### config.mk
export PLATFORM = sky130hd
export DESIGN_NAME = pipe_stage_reg
export DESIGN_NICKNAME = d
export VERILOG_FILES = /design/src/rtl/pipe_pkg.sv /design/src/rtl/pipe_stage_reg.sv
export SDC_FILE = /design/constraint.sdc
export NUM_CORES = 1
export LEC_CHECK = 0
export ABC_AREA = 1
export CAP_MARGIN = 30
export CORE_MARGIN = 2
export CORE_UTILIZATION = 51
export CTS_BUF_LIST = sky130_fd_sc_hd__clkbuf_16
export CTS_CLUSTER_DIAMETER = 30
export DETAILED_ROUTE_END_ITERATION = 16
export PLACE_DENSITY = 0.82
export SLEW_MARGIN = 0
export SYNTH_ARGS = -nofsm -noshare
export SYNTH_HDL_FRONTEND = slang
export SYNTH_SLANG_ARGS = --single-unit
### constraint.sdc
create_clock -name clk -period 1.79 [get_ports clk]
set_input_delay 0.179 -clock clk [delete_from_list [all_inputs] [get_ports clk]]
set_output_delay 0.179 -clock clk [all_outputs]
set_load 0.005 [all_outputs]
### src/rtl/pipe_pkg.sv
// Shared types and constants for the fetch/decode pipeline stage register.
package pipe_pkg;

  // Default payload width: one full fetch/decode bundle.
  localparam int unsigned BUNDLE_W = 81;

  // Bit offsets of the fetch/decode bundle fields.
  localparam int unsigned NEXT_ADDR_LSB = 0;
  localparam int unsigned NEXT_ADDR_MSB = 31;
  localparam int unsigned OPCODE_LSB    = 32;
  localparam int unsigned OPCODE_MSB    = 36;
  localparam int unsigned RS_LSB        = 37;
  localparam int unsigned RS_MSB        = 39;
  localparam int unsigned RD_LSB        = 40;
  localparam int unsigned RD_MSB        = 42;
  localparam int unsigned SHMNT_LSB     = 43;
  localparam int unsigned SHMNT_MSB     = 47;
  localparam int unsigned PC_LSB        = 48;
  localparam int unsigned PC_MSB        = 79;
  localparam int unsigned INT1_BIT      = 80;

  localparam int unsigned OCC_W       = 2;
  localparam int unsigned STALL_CNT_W = 16;

  // Stage occupancy state; the encoding equals the number of held payloads.
  typedef enum logic [1:0] {
    EMPTY = 2'd0,
    ONE   = 2'd1,
    TWO   = 2'd2
  } stage_state_e;

endpackage

### src/rtl/pipe_stage_reg.sv
// Pipeline stage register with optional two-entry skid buffer.
// Optional feature: define PIPE_STAGE_STALL_CNT_EN to add the stall_cnt output,
// a saturating count of cycles where out_valid && !out_ready.
module pipe_stage_reg
  import pipe_pkg::*;
#(
  parameter int unsigned DATA_W = BUNDLE_W,
  parameter int unsigned SKID   = 1
) (
  input  logic              clk,
  input  logic              rst,
  input  logic              in_valid,
  output logic              in_ready,
  input  logic [DATA_W-1:0] in_data,
  input  logic              flush,
  output logic              out_valid,
  input  logic              out_ready,
  output logic [DATA_W-1:0] out_data,
  output logic [OCC_W-1:0]  occupancy
`ifdef PIPE_STAGE_STALL_CNT_EN
  ,
  output logic [STALL_CNT_W-1:0] stall_cnt
`endif
);

  stage_state_e      state_q;
  stage_state_e      state_d;
  logic [DATA_W-1:0] main_q;
  logic [DATA_W-1:0] skid_q;
  logic              load_main;
  logic              main_from_skid;
  logic              load_skid;

  // State register; reset dominates flush and every transfer.
  always_ff @(posedge clk) begin
    if (rst) begin
      state_q <= EMPTY;
    end else begin
      state_q <= state_d;
    end
  end

  // Next-state and data-load decisions; flush clears only the valid state.
  always_comb begin
    state_d        = state_q;
    load_main      = 1'b0;
    main_from_skid = 1'b0;
    load_skid      = 1'b0;
    case (state_q)
      EMPTY: begin
        if (in_valid) begin
          load_main = 1'b1;
          state_d   = ONE;
        end
      end
      ONE: begin
        if (in_valid && out_ready) begin
          load_main = 1'b1;
        end else if (in_valid) begin
          // Without a skid entry the stage holds and upstream is stalled.
          if (SKID != 0) begin
            load_skid = 1'b1;
            state_d   = TWO;
          end
        end else if (out_ready) begin
          state_d = EMPTY;
        end
      end
      TWO: begin
        if (out_ready) begin
          main_from_skid = 1'b1;
          state_d        = ONE;
        end
      end
      default: begin
        state_d = EMPTY;
      end
    endcase
    if (flush) begin
      state_d        = EMPTY;
      load_main      = 1'b0;
      main_from_skid = 1'b0;
      load_skid      = 1'b0;
    end
  end

  // Payload registers; main always feeds the output, skid catches overflow.
  always_ff @(posedge clk) begin
    if (rst) begin
      main_q <= '0;
      skid_q <= '0;
    end else begin
      if (load_main) begin
        main_q <= in_data;
      end else if (main_from_skid) begin
        main_q <= skid_q;
      end
      if (load_skid) begin
        skid_q <= in_data;
      end
    end
  end

  // Upstream ready: state-only with a skid entry, pass-through of out_ready without.
  always_comb begin
    in_ready = 1'b0;
    if (!rst) begin
      if (SKID != 0) begin
        in_ready = (state_q != TWO);
      end else begin
        in_ready = (state_q == EMPTY) || out_ready;
      end
    end
  end

  // Output decode from the state register.
  always_comb begin
    out_valid = (state_q != EMPTY);
    out_data  = main_q;
    case (state_q)
      ONE:     occupancy = OCC_W'(1);
      TWO:     occupancy = OCC_W'(2);
      default: occupancy = OCC_W'(0);
    endcase
  end

`ifdef PIPE_STAGE_STALL_CNT_EN
  // Saturating stall counter; cleared only by reset.
  always_ff @(posedge clk) begin
    if (rst) begin
      stall_cnt <= '0;
    end else if (out_valid && !out_ready && (stall_cnt != {STALL_CNT_W{1'b1}})) begin
      stall_cnt <= stall_cnt + STALL_CNT_W'(1);
    end
  end
`endif

endmodule
# --- Word-level counts from Yosys, hierarchy flattened ---
# Cells that the tools add are included.
classes:
  eq_ne: 7
  div_mod_pow: 0
  n_bitwise: 0
  n_mul: 0
  n_addsub: 0
  muxes: 20
  n_reduce_logical: 6
  shift: 0
  order_cmp: 0
op_table:
  columns: ["cell", "count"]
  rows:
  - ["2-to-1 mux 81 bit", 2]
  - ["2-to-1 mux 1 bit", 10]
  - ["2-to-1 mux 2 bit", 5]
  - ["!= test 2 bit, second input constant", 4]
  - ["case mux 2 bit (3 select lines)", 1]
  - ["case mux 2 bit (2 select lines)", 1]
  - ["AND reduction 4 bit", 1]
  - ["nonzero test 2 bit", 2]
  - ["!= test 3 bit, second input constant", 1]
  - ["== test 2 x 1 -> 1 bit, second input constant", 1]
  - ["== test 2 bit, second input constant", 1]
  - ["logical NOT 2 bit", 1]
  - ["case mux 1 bit (2 select lines)", 1]
  - ["OR reduction 2 bit", 1]
  - ["logical AND 1 bit", 1]
totals:
  out_inout_bits: 85
  mem_bits_rw: 0
  romBits: 0
  ff_bits: 164
  elab_cells: 36
  latchBits: 0
  mem_count: 0

# --- Longest topological paths before layout ---
# Gate-level depths: netlist of the first run.
logic_depth:
  word_depth: 5
  depth_mapped: 11
  ltp_nobuf: 8

# --- Worst setup path before layout of the first run ---
# OpenSTA, ideal clock, no wires.
synth_path:
  kind: "reg2reg"
  startpoint: "register state_q[1]"
  endpoint: "register main_q[11], in the netlist out_data[11]"
  stages_incl_launch_ff: 10
  n_path_buf: 2
  slack_ps: 490
  t_required_ps: 1679
  t_arrival_ps: 1188
  synth_period_minus_slack_ps: 1300
  setup_time_ps: 111
  cell_sequence: "dfxtp_1 inv_1 nor2_1 buf_2 buf_4 nand3b_1 nand2_1 nand2_1 inv_1 nor2_1"
synth_between:
  elab_chain_cells: 4
  word_cells_on_any_way: 9
  cone_classes: "2 x eq/ne; 5 x mux; 2 x reduce/logical"
synth_lines:
  columns: ["element", "line_no", "text"]
  rows:
  - ["from (decl)", "pipe_stage_reg.sv:26", "stage_state_e state_q;"]
  - ["from (signal assigned)", "pipe_stage_reg.sv:39", "state_q <= state_d;"]
  - ["== test 2 x 1 -> 1 bit (tied with other cells)", "pipe_stage_reg.sv:49", "case (state_q)"]
  - ["case mux 1 bit (2 select lines) or 2-to-1 mux 1 bit (tied branches)", "pipe_stage_reg.sv:49", null]
  - ["2-to-1 mux 1 bit", "pipe_stage_reg.sv:79", "if (flush) begin"]
  - ["2-to-1 mux 81 bit or nonzero test 2 bit (tied branches)", null, null]
  - ["to (signal assigned)", "pipe_stage_reg.sv:94", "main_q <= in_data;"]
  - ["to (signal assigned)", "pipe_stage_reg.sv:96", "main_q <= skid_q;"]
  - ["to (decl)", "pipe_stage_reg.sv:28", "logic [DATA_W-1:0] main_q;"]
# Parallel ways exist; a longest one is shown, timed or not.
# A chain may end at the register's enable or synchronous reset.

# --- Final worst setup path of the first run ---
layout_path:
  startpoint: "register state_q[1]"
  endpoint: "output port in_ready"
layout_between:
  elab_chain_cells: 2
layout_lines:
  columns: ["element", "line_no", "text"]
  rows:
  - ["!= test 2 bit", "pipe_stage_reg.sv:109", "in_ready = (state_q != TWO);"]
  - ["2-to-1 mux 1 bit", "pipe_stage_reg.sv:107", "if (!rst) begin"]
  - ["to (decl)", "pipe_stage_reg.sv:13", "output logic in_ready,"]
# No other way between the ends.

==> results.cfg, run 1 <==
[outcome]
status = finished clean

[synth]
synth_cell_types = 20
ys_ff_latch = 164
yosys-top-cells-area = dfxtp_1 (42%), nand2_1 (15%), nand3b_1 (15%)
syn_inst = 1165
avgSynthCellArea_um2 = 6.773
post_synth_instance_area_um2 = 7890
ys_seq_area_share_pct = 41.61
yosys.area.top_type_share_pct = 41.61
synth_top_cell_by_area = dfxtp_1
yosysWarnings = 0
synth.net_count = 1251

[setup_path]
reg2reg_depth = 9
crit_path_end_kind = output port
worstSetupPathType = flip-flop to output port
slowest_stage = clkdlybuf4s50_1
r2r_end = out_data[10]
path_cells = inv_2, nor2_4, nor2_1, clkdlybuf4s50_1
path_delay_family = buffers and inverters
critPathBufInv = 2
worstPathRequired_ns = 1.61
start_kind = flip-flop
cp_slowest_stage_delay_ns = 0.45
reg2reg_slack_ns = 0.23
startpoint = state_q[1]
r2r_start = state_q[1]
path_max_fanout = 4
cp.arrival_ns = 1.54

[timing]
tightest_slew_ns = 0.3461
tns_ns = 0
fin_crit_sh_pct = 95.92
rsz0062_at_grt = false
final_hold_viol_count = 0
finalSetupViolations = 0
maxSlewViolCount = 0
relSlewSlack_pct = 76.93
holdWs_ns = 0.3502
fin_ws_ns = 0.07303
fmax_mhz = 582.4
post-route-min-period_ns = 1.717
fin_skew_ns = 0.005957

[clock_tree]
ctsHoldBuffers = 0
cts_root_buf = clkbuf_16
cts_sinks = 164
cts_inserted_buffers = 17
clock_path_buffers = 2
cts.clk_slew.worst_paths_ns = 0.05
htreeDepth = 4
cts_tree = done
clk_latency_ns = 0.42

[global_route]
grt_use_total_pct = 24.80
grt_pass1_vias = 6889
grt_max_degree = 53
grt_pass1_wl_mm = 33.31
antenna_found_initial = 1
grt-ovfl-total = 0

[layout]
drive_gt1_share_pct = 5.547
syn2layout_area_growth_pct = 32.18
fillers = 1336
mostFrequentLayoutCells = nand2_1 (321), nor2_1 (246), clkdlybuf4s50_1 (169)
utilization_pct = 68.86
nets = 1392
final_common_cell = nand2_1

[drt]
drt_iter0_drc = 560
remaining_drc_errors = 0
avgRoutedWirePerCell_um = 13.70
drtAntennaViolNets = 0
vias_per_cell = 5.124
finalWirelength_mm = 20.61
drt_pass1_iterations = 4
vias = 7711

[min_path]
min_to = state_q[1]
min_path_cells = 2
hp-class = input port to flip-flop
hp-start = out_ready

[flow_run]
maxCapViolations = 0

[placed_design]
hpwlAfterDp_mm = 13.14
gp_congestion = 0.8246
post-place-ws_ns = 0.07061
port_buffers = 170

[die]
die_h_um = 128.4
coreArea_um2 = 15150
ioPinCount = 171
initial_core_util_pct = 52.09
rows = 45
die_width_um = 128.4
die_area_um2 = 16480

[power_and_ir_drop]
ir_drop_uv = 599.5
power.total_mw = 8.384
leakage_nw = 4.745
power_density_nw_per_um2 = 803.9
==> power breakdown <==
part	internal, mW	switching (mW)
clock	1.84	1.36
combinational	0.705	0.604
sequential	3.80	0.0729
==> metrics by stage <==
stage	cell area [um2]	std cells
after global placement	9906	1473
after floorplan	7890	1165
after detailed placement	9906	1473
after global routing	10430	1505
after CTS	10430	1504
final	10430	1505
==> sequential cells by signal, summed over array words and instances, names as in the netlist <==
| name | flops |
|---|---|
| out_data | 81 |
| skid_q | 81 |
| state_q | 2 |
==> cells in the mapped netlist <==
| library cell | count |
|---|---|
| nand2_1 | 322 |
| nor2_1 | 247 |
| dfxtp_1 | 164 |
| nand3b_1 | 158 |
| o21ai_0 | 83 |
| inv_1 | 59 |
| buf_2 | 41 |
| clkbuf_1 | 31 |
| clkinv_1 | 28 |
| buf_4 | 8 |
| a21oi_1 | 4 |
| buf_6 | 4 |
| inv_2 | 4 |
| nand3_1 | 4 |
| nand3_2 | 2 |
| nand4_1 | 2 |
| nand2_2 | 1 |
| nor2_2 | 1 |
| nor2_4 | 1 |
| nor3_1 | 1 |
==> cells by family after synthesis <==
logic type,Yosys count,share of synthesized area (%)
and+or+nand+nor,739,43.13
buffers and inverters,175,9.737
DFF,164,41.61
AOI/OAI and AO/OA,87,5.519
==> per-layer routing <==
metal | GRT usage, % | routed length, um | share of wire (%)
met5 | 0 | 0 | 0
met4 | 8.533 | 411 | 2.0
met3 | 3.825 | 1118 | 5.4
met2 | 42.12 | 9935 | 48
met1 | 32.29 | 9148 | 44
==> how the worst max path moves through the flow <==
| stage | to | slack (ns) | cells after the start |
|---|---|---|---|
| after global routing | in_ready | 0.01 | 4 |
| final | in_ready | 0.07 | 4 |
| after CTS | occupancy[0] | 0.004 | 3 |
| after global placement | skid_q[52] | 0.10 | 9 |
| after detailed placement | out_data[29] | 0.07 | 10 |
| after floorplan | out_data[11] | 0.49 | 9 |
==> area by class of cell <==
type	count	area, um2	share of cell area, %
antenna	1	2.502	0.02400
tap	188	235.2	2.256
multi-input combinational	826	3861	37.02
clock buffer	17	425.4	4.079
sequential	164	3286	31.51
clock inverter	12	78.83	0.7558
timing repair buffer	206	2196	21.06
inverter	91	344.1	3.299
==> timing repair <==
action                     CTS  global route
buffers inserted             2             0
gates resized for setup      2             2
setup endpoints to repair    2             3
pin swaps                    1             1
Note: power is estimated with default switching activity, not from simulation.
==> run 2: changes to the inputs <==
--- a/config.mk
+++ b/config.mk
@@ -12,6 +12,7 @@
 export CTS_BUF_LIST = sky130_fd_sc_hd__clkbuf_16
 export CTS_CLUSTER_DIAMETER = 30
 export DETAILED_ROUTE_END_ITERATION = 16
+export HOLD_SLACK_MARGIN = 0.15
 export PLACE_DENSITY = 0.82
 export SLEW_MARGIN = 0
 export SYNTH_ARGS = -nofsm -noshare
==> results of run 2 <==
Final layout, timing and power as in run 1 (identical DEF).
